`src/rtl/mem_wb_stage_pkg.sv`:
```
// Shared pipeline definitions for the MEM/WB stage: widths, special registers
// and the writeback-select encoding.
package mem_wb_stage_pkg;

  localparam int WB_DATA_W = 32;
  localparam int WB_ADDR_W = 5;
  localparam int WB_RA_REG = 31;
  localparam int WB_CNT_W  = 32;
  localparam int ZERO_REG  = 0;

  typedef enum logic [1:0] {
    WB_ALU  = 2'd0,
    WB_MEM  = 2'd1,
    WB_LINK = 2'd2
  } wb_sel_e;

  // A link instruction always writes PC+4, whatever memToReg says.
  function automatic wb_sel_e wb_sel_of(input logic is_jal, input logic mem_to_reg);
    if (is_jal)     return WB_LINK;
    if (mem_to_reg) return WB_MEM;
    return WB_ALU;
  endfunction

endpackage

```
`src/rtl/mem_wb_stage_wb_select_mux.sv`:
```
// Writeback data mux: picks ALU result, load data or link address.
module wb_select_mux
  import mem_wb_stage_pkg::*;
#(
  parameter int DATA_W = WB_DATA_W
) (
  input  wb_sel_e             sel_i,
  input  logic [DATA_W-1:0]   alu_i,
  input  logic [DATA_W-1:0]   mem_i,
  input  logic [DATA_W-1:0]   link_i,
  output logic [DATA_W-1:0]   data_o
);

  always_comb begin
    // NOTE: assigning a default before the case keeps this block free of latches.
    data_o = alu_i;
    case (sel_i)
      WB_MEM:  data_o = mem_i;
      WB_LINK: data_o = link_i;
      default: data_o = alu_i;
    endcase
  end

endmodule

```
`src/rtl/mem_wb_stage.sv`:
```
// MEM/WB pipeline register and register-file writeback driver with stall,
// flush, $0 write suppression and a retired-instruction counter.
// Optional same-cycle read bypass ports are added when WB_BYPASS_EN is defined.
module mem_wb_stage
  import mem_wb_stage_pkg::*;
#(
  parameter int DATA_W = WB_DATA_W,
  parameter int ADDR_W = WB_ADDR_W,
  parameter int RA_REG = WB_RA_REG,
  parameter int CNT_W  = WB_CNT_W
) (
  input  logic              clk,
  input  logic              rst,
  input  logic              stall,
  input  logic              flush,
  input  logic              memValid,
  input  logic              memRegWrite,
  input  logic              memToReg,
  input  logic              memIsJal,
  input  logic [ADDR_W-1:0] memDst,
  input  logic [DATA_W-1:0] memAluRes,
  input  logic [DATA_W-1:0] memLoadData,
  input  logic [DATA_W-1:0] memPcPlus4,
  output logic [ADDR_W-1:0] adrW,
  output logic              writeEn,
  output logic [DATA_W-1:0] inW,
  output logic              wbValid,
  output logic [CNT_W-1:0]  retired
`ifdef WB_BYPASS_EN
  ,
  input  logic [ADDR_W-1:0] rdAdrA,
  input  logic [ADDR_W-1:0] rdAdrB,
  input  logic [DATA_W-1:0] rfOutA,
  input  logic [DATA_W-1:0] rfOutB,
  output logic [DATA_W-1:0] fwdA,
  output logic [DATA_W-1:0] fwdB
`endif
);

  logic              valid_q,     valid_d;
  logic              reg_write_q, reg_write_d;
  logic [ADDR_W-1:0] dst_q,       dst_d;
  logic [DATA_W-1:0] data_q,      data_d;
  logic [CNT_W-1:0]  retired_q,   retired_d;
  logic [DATA_W-1:0] cap_data;

  wb_select_mux #(
    .DATA_W (DATA_W)
  ) u_wb_select_mux (
    .sel_i  (wb_sel_of(memIsJal, memToReg)),
    .alu_i  (memAluRes),
    .mem_i  (memLoadData),
    .link_i (memPcPlus4),
    .data_o (cap_data)
  );

  // Flush beats stall; on flush the data registers simply hold.
  always_comb begin
    valid_d     = valid_q;
    reg_write_d = reg_write_q;
    dst_d       = dst_q;
    data_d      = data_q;
    if (flush) begin
      valid_d     = 1'b0;
      reg_write_d = 1'b0;
    end else if (!stall) begin
      valid_d     = memValid;
      reg_write_d = memValid & memRegWrite;
      dst_d       = memIsJal ? ADDR_W'(RA_REG) : memDst;
      data_d      = cap_data;
    end
  end

  // An instruction retires when it leaves WB, i.e. a valid slot that is not held.
  always_comb begin
    retired_d = retired_q;
    if (valid_q && !stall) begin
      retired_d = retired_q + CNT_W'(1);
    end
  end

  always_ff @(posedge clk) begin
    // NOTE: sequential state uses non-blocking assignments so every register
    // samples pre-edge values regardless of statement order.
    if (rst) begin
      valid_q     <= 1'b0;
      reg_write_q <= 1'b0;
      dst_q       <= '0;
      data_q      <= '0;
      retired_q   <= '0;
    end else begin
      valid_q     <= valid_d;
      reg_write_q <= reg_write_d;
      dst_q       <= dst_d;
      data_q      <= data_d;
      retired_q   <= retired_d;
    end
  end

  assign adrW    = dst_q;
  assign inW     = data_q;
  assign wbValid = valid_q;
  assign retired = retired_q;
  assign writeEn = reg_write_q & valid_q & (dst_q != ADDR_W'(ZERO_REG));

`ifdef WB_BYPASS_EN
  assign fwdA = (writeEn && (rdAdrA == adrW)) ? inW : rfOutA;
  assign fwdB = (writeEn && (rdAdrB == adrW)) ? inW : rfOutB;
`endif

endmodule

```
`config.mk`:
```
export PLATFORM = sky130hd
export DESIGN_NAME = mem_wb_stage
export DESIGN_NICKNAME = d
export VERILOG_FILES = /design/src/rtl/mem_wb_stage_pkg.sv /design/src/rtl/mem_wb_stage_wb_select_mux.sv /design/src/rtl/mem_wb_stage.sv
export SDC_FILE = /design/constraint.sdc
export NUM_CORES = 1
export LEC_CHECK = 0
export CAP_MARGIN = 10
export CORE_ASPECT_RATIO = 1.4
export CORE_MARGIN = 1
export CORE_UTILIZATION = 30
export CTS_CLUSTER_DIAMETER = 60
export DETAILED_ROUTE_END_ITERATION = 16
export GPL_TIMING_DRIVEN = 0
export SKIP_CTS_REPAIR_TIMING = 1
export SLEW_MARGIN = 20
export SYNTH_ARGS = -nofsm -noshare
export SYNTH_HDL_FRONTEND = slang
export SYNTH_SLANG_ARGS = --single-unit
```
`constraint.sdc`:
```
create_clock -name clk -period 3 [get_ports clk]
set_input_delay 0.3 -clock clk [delete_from_list [all_inputs] [get_ports clk]]
set_output_delay 0.3 -clock clk [all_outputs]
set_load 0.1 [all_outputs]
```
==> results by group <==
GRT
  – Vias in the first global route: 3826
  – Largest net degree at the start of global routing: 13
  – Total track usage: 0.198
  – Antenna violations before repair: 0
  – First-pass GRT wire length: 18700 um
  – Gr ovfl total: 0

Synthesis
  – Synthesized flop and latch total: slightly above 70
  – Synth warn: 0
  – Top_reg_cell synth: dfxtp_1
  – Synth unique cells: 30
  – Synth top cells by count: 105 x nand2_1, 71 x dfxtp_1, 52 x a21oi_1, 40 x o21ai_0, 33 x mux2i_1
  – Top-count cell post-synth: nand2_1
  – Syn_nets: 567
  – Sequential area share after synthesis: 0.404
  – Synth top area share: 0.404
  – Mean post-synth cell area: 7.70 sq um
  – Post-synth ARST share: 0
  – Post-Syn Area: 3520 sq um
  – Number of synthesized flops with an enable pin: 0
  – Area leader, netlist: dfxtp_1
  – Syn Inst Count: 457
  – Ranking of synthesized cells by area: dfxtp_1 40%, nand2_1 11%, mux2i_1 9.4%

Worst setup path
  – CP Capture Type: output pin
  – Critical Path Fanout Max: 3
  – Crit path required time: about 2.7 ns
  – Worst path arrival time: ~2.3 ns
  – Critical path type: flip-flop to output pin
  – Worst R2R Setup Slack: 0.72 ns
  – Worst R2R End: retired[28]$_SDFFE_PP0P_
  – Reg-to-Reg Start: retired[0]$_SDFFE_PP0P_
  – Setup crit start kind: flip-flop
  – Worst reg-to-reg path cell count: 6

Floorplanning
  – Starting Density: 0.309
  – Top-level I/O count: 180
  – Die Y: 130 um
  – Chip Width: roughly 94 um
  – Row count: 46
  – Area of the die: 12200 sq um
  – Core Footprint: 11400 sq um

Place
  – Cells after DPL: 778
  – # port buffers: 177
  – Placed cell area: approximately 5500 sq um
  – HPWL after DPL: 9400 um
  – Routability Congestion: 0.835

STA
  – RSZ-0062 raised after global routing: false
  – Finish-stage setup viols: 0
  – Final period util: 0.871
  – TNS Setup: 0 ns
  – Relative slew slack: 0.302
  – Fmax: 0.383 GHz
  – Final min period: 2.61 ns
  – Actual slew at the worst max-slew pin: around 1.0 ns
  – Fin. max-slew vios: 0
  – Final hold violations: 0
  – Clock skew: 0.00717 ns

Layout
  – Post-route cell area: 5810 sq um
  – Util after Layout: 0.510
  – Fraction of layout cells with a size suffix above 1: 0.0354
  – P&R area growth vs syn: 65.1%
  – Ant. Diodes: 0
  – Post-route insts no fill: 794
  – Final net count: 755
  – Layout fillers: 1136

Hold path
  – HP Class: flip-flop to flip-flop
  – Hold EP: inW[28]$_SDFFE_PP0P_
  – Hold-critical path depth: 2
  – HP Start: inW[28]$_SDFFE_PP0P_

Clocking
  – H-Tree Depth: 3
  – Cts bufs inserted: 9
  – CTS tree: done
  – Clock root buffer master: clkbuf_16
  – Clk slew on worst S/H paths: 0.06 ns
  – Clock insertion delay at the later pin of the skew report: 0.33 ns
  – Clk sink count: between 70 and 80
  – Clock buffer depth: 2

Detailed routing
  – Total Wirelength: 11800 um
  – Via count: slightly below 4000
  – Post-route DRC: 0
  – Via density: 4.94
  – WL per Instance: around 15 um
  – Remaining antenna violation count: 0
  – 1st-iter DRT viols: 114
  – First drt pass iteration count: 4

Power and ir drop
  – PD cells: 473 nW/um^2
  – Leakage Power: 2.03 nW
  – Worst vdd ir: between 150 and 200 uV
  – Pwr Total: 2.75 mW

Job
  – Max-cap violations: 0

Run status
  – Run status: complete, no violations
worst max-delay path by stage:
stage / endpoint / startpoint
finish: writeEn / adrW[4]$_SDFFE_PP0P_
detailed placement: retired[28]$_SDFFE_PP0P_ / stall
global placement: retired[28]$_SDFFE_PP0P_ / stall
floorplan: retired[28]$_SDFFE_PP0P_ / retired[0]$_SDFFE_PP0P_
CTS: writeEn / adrW[4]$_SDFFE_PP0P_
global route: writeEn / adrW[4]$_SDFFE_PP0P_
critical path, cell delays in order, from the launching register on:
cell and delay, ns:
dfxtp_1 0.32, or3_1 0.39, o311a_1 0.30, clkdlybuf4s50_1 0.97
where the power goes:
group	switching [mW]	internal, mW
clock network	0.409	0.811
logic	0.324	0.219
registers	0.0167	0.970
total	0.750	2.00
metrics by stage:
step / setup WS, ns / hold slack [ns]
detailed placement: 0.367 / 0.447
finish: 0.387 / 0.452
floorplan: 0.133 / 0.379
global route: 0.326 / 0.469
global placement: 0.362 / 0.443
CTS: 0.362 / 0.454
state kept, by name, summed over array words and instances, names as in the netlist:
| name | count |
|---|---|
| retired | 32 |
| reg_write_q | 1 |
| inW | 32 |
| adrW | 5 |
| wbValid | 1 |
cells in the final DEF, fill, tap and decap left out, drive strengths merged, types with 3 or more instances in the layout:
cell	netlist	routed
clkdlybuf4s50	0	177
nand2	105	105
dfxtp	71	71
a21oi	52	52
o21ai	40	40
clkbuf	27	37
mux2i	33	33
nor2	19	19
nor3	16	16
or4	14	14
o31ai	11	11
nand4	10	10
or3	9	9
nand3	9	9
xnor2	6	6
buf	6	6
inv	5	5
nor2b	5	5
nor4	4	4
and4	3	3
mux2	3	3
xor2	3	3
bufinv	0	3
clkinv	0	3
layer usage:
layer | wire, um | share of wire | track usage | vias up
met5 | 0 | 0 | 0 | -
met4 | 371 | 0.031 | 0.105 | 0
met3 | 712 | 0.060 | 0.0490 | 24
met2 | 6180 | 0.52 | 0.363 | 117
met1 | 4540 | 0.38 | 0.206 | 1793
li1 | - | - | - | 1986
cell families after synthesis:
logic type | count (synthesis) | share of synthesized area
xor gates and xnor gates | 9 | 0.0224
buffers and inverters | 38 | 0.0451
and+or+nand+nor | 197 | 0.262
adders and majority gates | 1 | 0.00355
DFF | 71 | 0.404
muxes | 36 | 0.103
AOI/OAI and AO/OA | 105 | 0.159
final cells by class:
cell class | instances | area [sq um] | area share
multi-input combinational | 348 | 1940 | 0.334
inverter | 5 | 18.8 | 0.00323
clock buffer | 10 | 229 | 0.0394
buffer | 33 | 140 | 0.0241
clock inverter | 6 | 109 | 0.0187
sequential | 71 | 1420 | 0.245
timing repair buffer | 177 | 1770 | 0.305
tap | 144 | 180 | 0.0310
(Power assumes the default switching activity.)
==> variant 1, RTL diff (config.mk and constraints unchanged) <==
Add a define of `WB_BYPASS_EN`.
--- a/src/rtl/mem_wb_stage.sv
+++ b/src/rtl/mem_wb_stage.sv
@@ -1,6 +1,8 @@
 // MEM/WB pipeline register and register-file writeback driver with stall,
 // flush, $0 write suppression and a retired-instruction counter.
 // Optional same-cycle read bypass ports are added when WB_BYPASS_EN is defined.
+`define WB_BYPASS_EN
+
 module mem_wb_stage
   import mem_wb_stage_pkg::*;
 #(
Interface: changed (6 added); port bits go from 180 to 318. No check against the original RTL was run, so the function may have changed too.
==> variant 1 against the unedited design <==
  * Design area rose by 34%
  * Sequential cell count is the same
  * Routed wire length is 71% higher
  * Via count up 34%
  * Count of clock-buffer cells in the layout up 3
  * First-iteration DRC count grew 120%
  * Setup slack worse by 330 ps
  * Cell count increased by 33%
  * Maximum frequency down 11%
  * Synthesized area increased by 23%
Power is not compared: it rests on default switching activity, and its combinational part moved more than twofold at a synthesized area within 25%.
==> variant 1: results (changes against the unedited design) <==
{| class="wikitable"
! Metric !! Value
|-
| Synthesized netlist net count || 721 (was 567)
|-
| Synth cell count leaders || nand2_1, dfxtp_1, mux2_2 (was nand2_1, dfxtp_1, a21oi_1)
|-
| Number of fillers in the final layout || 1347 (was 1136)
|-
| Clock-cell share of area || 4.17% (was 5.82%)
|-
| First-pass GRT wire length || 29800 microns (was 18700 microns)
|-
| Initial detailed-routing violation count || 254 (was 114)
|-
| Netlist cell types || 31 (was 30)
|-
| Worst setup timing slack at the placement stage || -562 ps (was 367 ps)
|-
| Share of synthesized area spent on multiplexers || 24.2% (was 10.3%)
|-
| Proportion of cell area occupied by multi-input gates || 35.4% (was 33.4%)
|-
| Power, Total || 3.27 mW
|-
| CLK BUF || 13 (was 10)
|-
| Final Routed Wirelength || 20200 microns (was 11800 microns)
|-
| Total global-route track usage || 26.3% (was 19.8%)
|-
| Non-clk buf share || 39.0% (was 32.9%)
|-
| Final cell count without fillers || 1054 (was 794)
|-
| Multi-input gates || 426 (was 348)
|-
| Compound-Gate Fraction of Synth Area || 13.2% (was 15.9%)
|-
| Sequential cell area || 1430 sq um (was 1420 sq um)
|-
| Outcome || completed (unchanged)
|-
| Gate count of the mapped netlist || 537 (was 457)
|-
| Invs w/o clock || 3 (was 5)
|-
| First-pass iteration count of the detailed router || 5 (was 4)
|-
| Via total after detailed routing || 5255 (was 3920)
|-
| # nets final || 1048 (was 755)
|-
| Share of the synthesized netlist area taken by xor and xnor gates || 4.24% (was 2.24%)
|-
| Class of the tightest hold or removal check || input pin to flop (was flop to flop)
|-
| Worst rel slew slack || 30.0% (was 30.2%)
|-
| Share of synthesized cell area in full adder, half adder and majority cells || 0.288% (was 0.355%)
|-
| Sequential share of the synthesized area || 32.7% (was 40.4%)
|-
| Hpwl dp || 16700 microns (was 9400 microns)
|-
| Vias in the first global route || 5230 (was 3826)
|-
| Signal buffers || 353 (was 210)
|-
| Share of layout cells above drive strength 1 || 18.1% (was 3.54%)
|-
| Leading post-synthesis cells by cell area || dfxtp_1, mux2_2, nand2_1, mux2i_1, a21oi_1 (was dfxtp_1, nand2_1, mux2i_1, a21oi_1, o21ai_0)
|-
| Routability congestion estimate from global placement || 0.847 (was 0.835)
|-
| Maximum number of pins on one net before global-route repair || 12 (was 13)
|-
| Quantity of I/O buffers inserted on ports || 314 (was 177)
|}
[variant 1: final timing paths]
check | slack (ps) | to | cells past startpoint
worst max-delay path | 60 | fwdB[20] | 7
worst min-delay path | 470 | adrW[4] | 2
worst max register to register | 660 | retired[30] | 6
worst min register to register | 490 | inW[31] | 2
[variant 1: through the flow]
step / util [%] / setup TNS [ps] / cell area, sq um
detailed placement: 55.0 / -30630 / 7720
finish: 55.6 / 0 / 7800
global route: 55.6 / -25.7 / 7800
floorplan: - / 0 / 4350
CTS: 57.3 / -44630 / 8050
global placement: 55.0 / -30510 / 7720
[variant 1: routing by layer]
metal / vias up / wire [microns] / global-route usage [%]
met5: - / 0 / 0
met4: 0 / 229 / 5.79
met3: 16 / 1490 / 7.03
met2: 211 / 10500 / 47.8
met1: 2460 / 8040 / 31.0
li1: 2568 / - / -
[variant 1: critical path: cells and delay by family (launching register included)]
family,cells,cell delay (ps)
AND/OR/NAND/NOR,2,510
multiplexers,1,350
AO/OA/AOI/OAI,1,360
buffers and inverters,3,740
flip-flops,1,350
==> variant 2, RTL diff (same flow settings) <==
Without the edit above. `data_q` no longer has a reset.
--- a/src/rtl/mem_wb_stage.sv
+++ b/src/rtl/mem_wb_stage.sv
@@ -86,15 +86,17 @@
       valid_q     <= 1'b0;
       reg_write_q <= 1'b0;
       dst_q       <= '0;
-      data_q      <= '0;
       retired_q   <= '0;
     end else begin
       valid_q     <= valid_d;
       reg_write_q <= reg_write_d;
       dst_q       <= dst_d;
-      data_q      <= data_d;
       retired_q   <= retired_d;
     end
+  end
+
+  always_ff @(posedge clk) begin
+    data_q <= data_d;
   end
 
   assign adrW    = dst_q;
Formal check against the unedited RTL: not equivalent (a bounded check fails within 4 cycles, from zero or initial values and one cycle with rst high).
==> variant 2 against the unedited design <==
  * Synthesized cell count fell by 24%
  * Count of clock-buffer cells in the layout increased by 3
  * Routed wire length shrank 3.3%
  * Sequential cell count did not move
  * Design area shrank 1.4%
  * Synthesized area down 2.5%
  * Setup slack gained 11 ps
  * Die area fell by 2.4%
  * Power increased by 1.4%
  * Clock power down 9%
  * Largest power group unchanged
==> variant 2: results (changes against the unedited design) <==
{| class="wikitable"
! Metric !! Value
|-
| Outcome || completed (unchanged)
|-
| Routability congestion estimate from global placement || 0.865 (was 0.835)
|-
| Synth cell count leaders || o21ai_0, nand2_1, dfxtp_1 (was nand2_1, dfxtp_1, a21oi_1)
|-
| Area occupied by multi-input gates || 1590 sq um (was 1940 sq um)
|-
| Met3 track utilization from global routing || 8.69% (was 4.90%)
|-
| First-pass GRT wire length || 17800 microns (was 18700 microns)
|-
| Worst setup timing slack at the placement stage || 531 ps (was 367 ps)
|-
| LEAKAGE || 2.05 nW (was 2.03 nW)
|-
| Maximum vdd drop || 305 uV (was 200 uV)
|-
| Vias in the first global route || 3300 (was 3826)
|-
| Worst rel slew slack || 31.3% (was 30.2%)
|-
| Amount of wire on met3 after detailed routing || 1350 microns (was 712 microns)
|-
| Fin crit share || 86.7% (was 87.1%)
|-
| # nets final || 648 (was 755)
|-
| Total global-route track usage || 19.5% (was 19.8%)
|-
| Hold_sp || memIsJal (was inW[28])
|-
| Post-DR vias/cell || 4.96 (was 4.94)
|-
| Per-instance average area after synthesis || 9.83 sq um (was 7.70 sq um)
|-
| Hpwl dp || 8790 microns (was 9400 microns)
|-
| Number of fillers in the final layout || 1062 (was 1136)
|-
| Compound-Gate Fraction of Synth Area || 12.7% (was 15.9%)
|-
| Net switching power || 0.801 mW (was 0.750 mW)
|-
| Share of synthesized cell area in full adder, half adder and majority cells || 0.365% (was 0.355%)
|-
| Class of the tightest hold or removal check || input pin to flop (was flop to flop)
|-
| Routed length on met1 || 4400 microns (was 4540 microns)
|-
| Final hold slack || 465 ps (was 452 ps)
|-
| Initial detailed-routing violation count || 115 (was 114)
|-
| CLK BUF || 13 (was 10)
|}
-- variant 2: changes by cell type after synthesis, sizes merged, moves of 3 or more --
| cell | delta |
|---|---|
| nand2 | -60 |
| edfxtp | +32 |
| or4 | -3 |
| nand3 | -3 |
| o21ai | +6 |
| a21oi | -31 |
| clkbuf | -13 |
| and3 | +5 |
| nor3 | -12 |
| dfxtp | -32 |
-- variant 2: power groups by stage --
stage               Clock (mW)  Sequential, mW  Combinational, mW
finish                    1.11            1.07              0.611
global route              1.18            1.07              0.641
CTS                       1.14            1.07              0.617
detailed placement           0            1.09              0.615
global placement             0            1.09              0.606
floorplan                    0            1.37             0.0897
-- variant 2: critical path, delay by kind of cell, from the launching register on --
family                 cells  cell delay, ps
buffers and inverters      1             970
and+or+nand+nor            1             380
DFF                        1             320
AOI/OAI and AO/OA          1             310
